File: src/rtl/seq_div_axis.sv
// rtl/seq_div_axis.sv - signed restoring divider with AXI-Stream style operand/result handshakes
// Optional macro SEQ_DIV_DIVBYZERO_EN adds m_axis_dout_tuser and saturating divide-by-zero results.
module seq_div_axis #(
  parameter int DATA_WIDTH = 16
) (
  input  logic                    clk,
  input  logic                    rst,
  input  logic                    s_axis_dividend_tvalid,
  input  logic [DATA_WIDTH-1:0]   s_axis_dividend_tdata,
  output logic                    s_axis_dividend_tready,
  input  logic                    s_axis_divisor_tvalid,
  input  logic [DATA_WIDTH-1:0]   s_axis_divisor_tdata,
  output logic                    s_axis_divisor_tready,
  output logic                    m_axis_dout_tvalid,
  output logic [2*DATA_WIDTH-1:0] m_axis_dout_tdata,
`ifdef SEQ_DIV_DIVBYZERO_EN
  output logic                    m_axis_dout_tuser,
`endif
  input  logic                    m_axis_dout_tready
);

  localparam int W  = DATA_WIDTH;
  localparam int CW = $clog2(DATA_WIDTH);

  typedef enum logic [1:0] {IDLE, DIVIDE, SIGN, OUT} state_t;

  state_t            state_q, state_d;
  logic [CW-1:0]     cnt_q, cnt_d;
  logic [W:0]        rem_q, rem_d;
  logic [W-1:0]      quo_q, quo_d;
  logic [W-1:0]      dvs_q, dvs_d;
  logic              neg_dvd_q, neg_dvd_d;
  logic              neg_dvs_q, neg_dvs_d;
  logic              tvalid_q, tvalid_d;
  logic [2*W-1:0]    tdata_q, tdata_d;
`ifdef SEQ_DIV_DIVBYZERO_EN
  logic              dz_q, dz_d;
  logic              tuser_q, tuser_d;
`endif

  logic              accept;
  logic [W+1:0]      trial;
  logic [W+1:0]      diff;
  logic [W-1:0]      q_res;
  logic [W-1:0]      r_res;

  // The quotient register starts out holding the dividend magnitude; its MSB
  // is shifted into the partial remainder as each quotient bit is shifted in.
  assign trial = {rem_q, quo_q[W-1]};
  assign diff  = trial - {2'b00, dvs_q};

  assign accept = (state_q == IDLE) && s_axis_dividend_tvalid && s_axis_divisor_tvalid;

  always_comb begin
    state_d   = state_q;
    cnt_d     = cnt_q;
    rem_d     = rem_q;
    quo_d     = quo_q;
    dvs_d     = dvs_q;
    neg_dvd_d = neg_dvd_q;
    neg_dvs_d = neg_dvs_q;
    tvalid_d  = tvalid_q;
    tdata_d   = tdata_q;
    q_res     = quo_q;
    r_res     = rem_q[W-1:0];
`ifdef SEQ_DIV_DIVBYZERO_EN
    dz_d      = dz_q;
    tuser_d   = tuser_q;
`endif
    case (state_q)
      IDLE: begin
        if (accept) begin
          neg_dvd_d = s_axis_dividend_tdata[W-1];
          neg_dvs_d = s_axis_divisor_tdata[W-1];
          quo_d     = s_axis_dividend_tdata[W-1] ? -s_axis_dividend_tdata : s_axis_dividend_tdata;
          dvs_d     = s_axis_divisor_tdata[W-1] ? -s_axis_divisor_tdata : s_axis_divisor_tdata;
          rem_d     = '0;
          cnt_d     = CW'(W - 1);
`ifdef SEQ_DIV_DIVBYZERO_EN
          dz_d      = (s_axis_divisor_tdata == '0);
`endif
          state_d   = DIVIDE;
        end
      end
      DIVIDE: begin
        if (!diff[W+1]) begin
          rem_d = diff[W:0];
          quo_d = {quo_q[W-2:0], 1'b1};
        end else begin
          rem_d = trial[W:0];
          quo_d = {quo_q[W-2:0], 1'b0};
        end
        if (cnt_q == '0) state_d = SIGN;
        else             cnt_d   = cnt_q - 1'b1;
      end
      SIGN: begin
        // A zero divisor yields an all-ones magnitude quotient, which the sign
        // fix-up turns into 0xFFFF / 0x0001 without any special casing.
        q_res = (neg_dvd_q ^ neg_dvs_q) ? -quo_q : quo_q;
        r_res = neg_dvd_q ? -rem_q[W-1:0] : rem_q[W-1:0];
`ifdef SEQ_DIV_DIVBYZERO_EN
        if (dz_q) q_res = neg_dvd_q ? {1'b1, {(W-1){1'b0}}} : {1'b0, {(W-1){1'b1}}};
        tuser_d = dz_q;
`endif
        tdata_d = {r_res, q_res};
        state_d = OUT;
      end
      OUT: begin
        if (tvalid_q && m_axis_dout_tready) begin
          tvalid_d = 1'b0;
          state_d  = IDLE;
        end else begin
          tvalid_d = 1'b1;
        end
      end
      default: state_d = IDLE;
    endcase
  end

  always_ff @(posedge clk or posedge rst) begin
    if (rst) begin
      state_q   <= IDLE;
      cnt_q     <= '0;
      rem_q     <= '0;
      quo_q     <= '0;
      dvs_q     <= '0;
      neg_dvd_q <= 1'b0;
      neg_dvs_q <= 1'b0;
      tvalid_q  <= 1'b0;
      tdata_q   <= '0;
`ifdef SEQ_DIV_DIVBYZERO_EN
      dz_q      <= 1'b0;
      tuser_q   <= 1'b0;
`endif
    end else begin
      state_q   <= state_d;
      cnt_q     <= cnt_d;
      rem_q     <= rem_d;
      quo_q     <= quo_d;
      dvs_q     <= dvs_d;
      neg_dvd_q <= neg_dvd_d;
      neg_dvs_q <= neg_dvs_d;
      tvalid_q  <= tvalid_d;
      tdata_q   <= tdata_d;
`ifdef SEQ_DIV_DIVBYZERO_EN
      dz_q      <= dz_d;
      tuser_q   <= tuser_d;
`endif
    end
  end

  assign s_axis_dividend_tready = (state_q == IDLE) && !rst;
  assign s_axis_divisor_tready  = s_axis_dividend_tready;
  assign m_axis_dout_tvalid     = tvalid_q;
  assign m_axis_dout_tdata      = tdata_q;
`ifdef SEQ_DIV_DIVBYZERO_EN
  assign m_axis_dout_tuser      = tuser_q;
`endif

endmodule
File: config.mk
export PLATFORM = sky130hd
export DESIGN_NAME = seq_div_axis
export DESIGN_NICKNAME = d
export VERILOG_FILES = /design/src/rtl/seq_div_axis.sv
export SDC_FILE = /design/constraint.sdc
export NUM_CORES = 1
export LEC_CHECK = 0
export CAP_MARGIN = 20
export CELL_PAD_IN_SITES_DETAIL_PLACEMENT = 2
export CELL_PAD_IN_SITES_GLOBAL_PLACEMENT = 2
export CORE_UTILIZATION = 38
export CTS_BUF_LIST = sky130_fd_sc_hd__clkbuf_8
export DETAILED_ROUTE_END_ITERATION = 12
export PLACE_DENSITY_LB_ADDON = 0.1
export SKIP_LAST_GASP = 1
export SLEW_MARGIN = 20
export SYNTH_ARGS = -nofsm -noshare
export SYNTH_HDL_FRONTEND = slang
export SYNTH_SLANG_ARGS = --single-unit
File: constraint.sdc
create_clock -name clk -period 5.91 [get_ports clk]
set_input_delay 1.182 -clock clk [delete_from_list [all_inputs] [get_ports clk]]
set_output_delay 1.182 -clock clk [all_outputs]
set_load 0.05 [all_outputs]
==> results.json <==
{
  "firstDrtPassIters": 4,
  "combPwrFrac_pct": 61.4,
  "postCtsSetupBuffers": 0,
  "drt-total-wl_mm": 16.96,
  "cts_hold_buf": 0,
  "rows": 45,
  "hpwl_mm": 12.75,
  "cts_resized": 0,
  "swShare_pct": 51.71,
  "fin_crit_sh_pct": 64.25,
  "grt_overflow": 0,
  "slew_violations": 0,
  "p_switching_mw": 2.227,
  "crit_arrival_ns": 2.62,
  "worst_skew_pair.late_latency_ns": 0.37,
  "p_leak_nw": 3.010,
  "setup_viol": 0,
  "pwr-share-seq_pct": 26.8,
  "ir_drop_mv": 0.2203,
  "yosysUniqueCellTypes": 59,
  "core_area_sq_um": 15200,
  "initial_core_util_pct": 38.99,
  "nFillCells": 1687,
  "synth_top_area_share_pct": 38.00,
  "whs_ns": 0.4913,
  "grt_first_pass_wirelength_mm": 28.92,
  "drv_cap": 0,
  "crit_top_cell": "clkdlybuf4s50_1",
  "synth_edf_count": 0,
  "startpoint_type": "input port",
  "dp_slack_ns": 2.110,
  "status": "completed",
  "slowest_delay_ns": 0.83,
  "clockRootBuffer": "clkbuf_8",
  "worstSetupEndpointType": "primary output",
  "max_freq_mhz": 263.3,
  "max_slew.worst_pin.slew_ns": 0.9859,
  "crit_family": "buffers and inverters",
  "p_total_mw": 4.306,
  "grt_usage_pct": 22.45,
  "synth_nets": 769,
  "syn_inst": 705,
  "tns_ns": 0,
  "cts_inserted_buffers": 9,
  "hold_viol": 0,
  "setup_ws_ns": 2.113,
  "die_w_um": 126.9,
  "critPathSlowestCell": "clkdlybuf4s50_1",
  "numPortBuffers": 71,
  "die_h_um": 126.9,
  "route.vias.total": 5320,
  "mappedNetlistArea_sq_um": 5927,
  "cts_max_path_buffers": 2,
  "grt_max_degree": 64,
  "power.density_nw_per_um2": 613.3,
  "worst-path-buf-inv": 2,
  "crit_fanout": 2,
  "crit_required_ns": 4.73,
  "skew_ns": 0.004984,
  "r2r_setup_slack_ns": 2.66,
  "place_congestion": 0.7865,
  "yosysTopAreaCell": "dfrtp_1",
  "wire_per_inst_um": 17.83,
  "grt_pass1_vias": 5728,
  "rsz0062_at_grt": "false",
  "synth_area_leaders": "dfrtp_1, xor2_1, a21oi_1, nand2_1, ha_1",
  "post-synth-top-count-cell": "nand2_1",
  "p_int_mw": 2.080,
  "crit_chain": "clkdlybuf4s50_1 -> nor2b_1 -> clkdlybuf4s50_1",
  "synth_ff_type": "dfrtp_1",
  "io_pins": 72,
  "slew_headroom_pct": 34.27,
  "ant_nets": 0,
  "post-route-util_pct": 46.19,
  "avgSynthCellArea_sq_um": 8.407,
  "async_flop_share_pct": 100.0,
  "antennaDiodeCount": 0,
  "hold_class": "reg2reg",
  "viasPerCell": 5.594,
  "synth_seq_cells": 90,
  "cts_sinks": 90,
  "grt_antenna_before_repair": 0,
  "drtIter0Drc": 276,
  "syn_to_final_growth_pct": 18.47,
  "cts_tree": "yes",
  "worst-setup-path-type": "in2out",
  "yosys_warnings": 0,
  "yosys-top-cells-count": "nand2_1, dfrtp_1, a21oi_1",
  "drc": 0,
  "final_area_sq_um": 7022,
  "h-tree-depth": 3,
  "drive_gt1_share_pct": 5.111,
  "pwr-share-clk_pct": 11.9,
  "ys_seq_area_share_pct": 38.00,
  "die_area_sq_um": 16100,
  "placed_cell_area_sq_um": 6774,
  "dp.cells": 935,
  "final_cells": 951,
  "finalNetCount": 822,
  "clk_pin_slew_ns": 0.09,
  "fin_crit_ns": 3.797
}
-- cell usage in the layout (no fill, tap or decap), drive strengths merged, types with 3 or more instances in the layout --
cell type	count
a21o	5
a21oi	69
a221o	5
and2	4
and3	4
buf	6
clkbuf	12
clkdlybuf4s50	71
dfrtp	90
ha	26
inv	40
mux2	5
mux2i	9
nand2	92
nand2b	7
nand3	17
nand4	8
nor2	61
nor2b	5
nor3	11
nor4	8
o211ai	12
o21a	3
o21ai	61
o311ai	3
o31ai	16
o41ai	4
or3	6
or4	6
xnor2	23
xor2	43
-- cell families (layout without fill, tap and decap cells) --
group                      after synthesis  after routing  synth area share (%)
AOI/OAI and AO/OA                      200            200                 20.82
xor gates and xnor gates                66             66                 9.753
adders and majority gates               27             27                 5.826
buffers and inverters                   74            132                 5.024
DFF                                     90             90                 38.00
muxes                                   14             14                 2.470
and+or+nand+nor                        234            234                 18.11
-- layer usage --
metal	share of wire (%)	up-vias	routed length [um]	GRT usage, %
li1	-	2586	-	-
met3	2.0	14	336	2.910
met2	46	79	7800	36.75
met5	0	-	0	0
met1	51	2641	8596	31.02
met4	1.3	0	222	6.513
-- cell type report --
type	count	area, sq um	area share [%]
clock buffers	12	165.2	2.352
clock inverters	4	72.57	1.034
inverters	39	147.6	2.103
multi-input cells	541	3393	48.32
flip-flops and latches	90	2252	32.07
well taps	188	235.2	3.350
repair buffers	77	755.7	10.76
-- state kept, by name, indices dropped and copies added (netlist names) --
signal / cells
cnt_q: 4
m_axis_dout_tvalid: 1
rem_q: 17
neg_dvd_q: 1
dvs_q: 16
state_q: 2
quo_q: 16
neg_dvs_q: 1
m_axis_dout_tdata: 32
-- power groups by stage --
stage | registers [mW] | clock network [mW] | logic (mW)
after floorplan | 1.46 | 0 | 1.56
after global placement | 1.14 | 0 | 2.52
after detailed placement | 1.17 | 0 | 2.63
after CTS | 1.15 | 0.526 | 2.66
after global routing | 1.20 | 0.545 | 2.90
final | 1.15 | 0.511 | 2.64
-- worst min-delay path: cells and delay by family (launching register included) --
family          cells  cell delay, ns
flops               1            0.36
simple gates        1            0.05
compound gates      1            0.06
-- path summary, 6_finish.rpt --
kind                                       from                             end  depth (start not counted)
min reg2reg                dvs_q[8]$_DFFE_PP0P_            dvs_q[8]$_DFFE_PP0P_                          2
min in group asynchronous                   rst  m_axis_dout_tvalid$_DFFE_PP0N_                          2
max                                         rst          s_axis_dividend_tready                          3
max reg2reg                rem_q[7]$_DFFE_PP0P_           rem_q[16]$_DFFE_PP0P_                          9
max in group asynchronous                   rst           quo_q[15]$_DFFE_PP0P_                          3
min                        dvs_q[8]$_DFFE_PP0P_            dvs_q[8]$_DFFE_PP0P_                          2
Note: power is estimated with default switching activity, not from simulation.
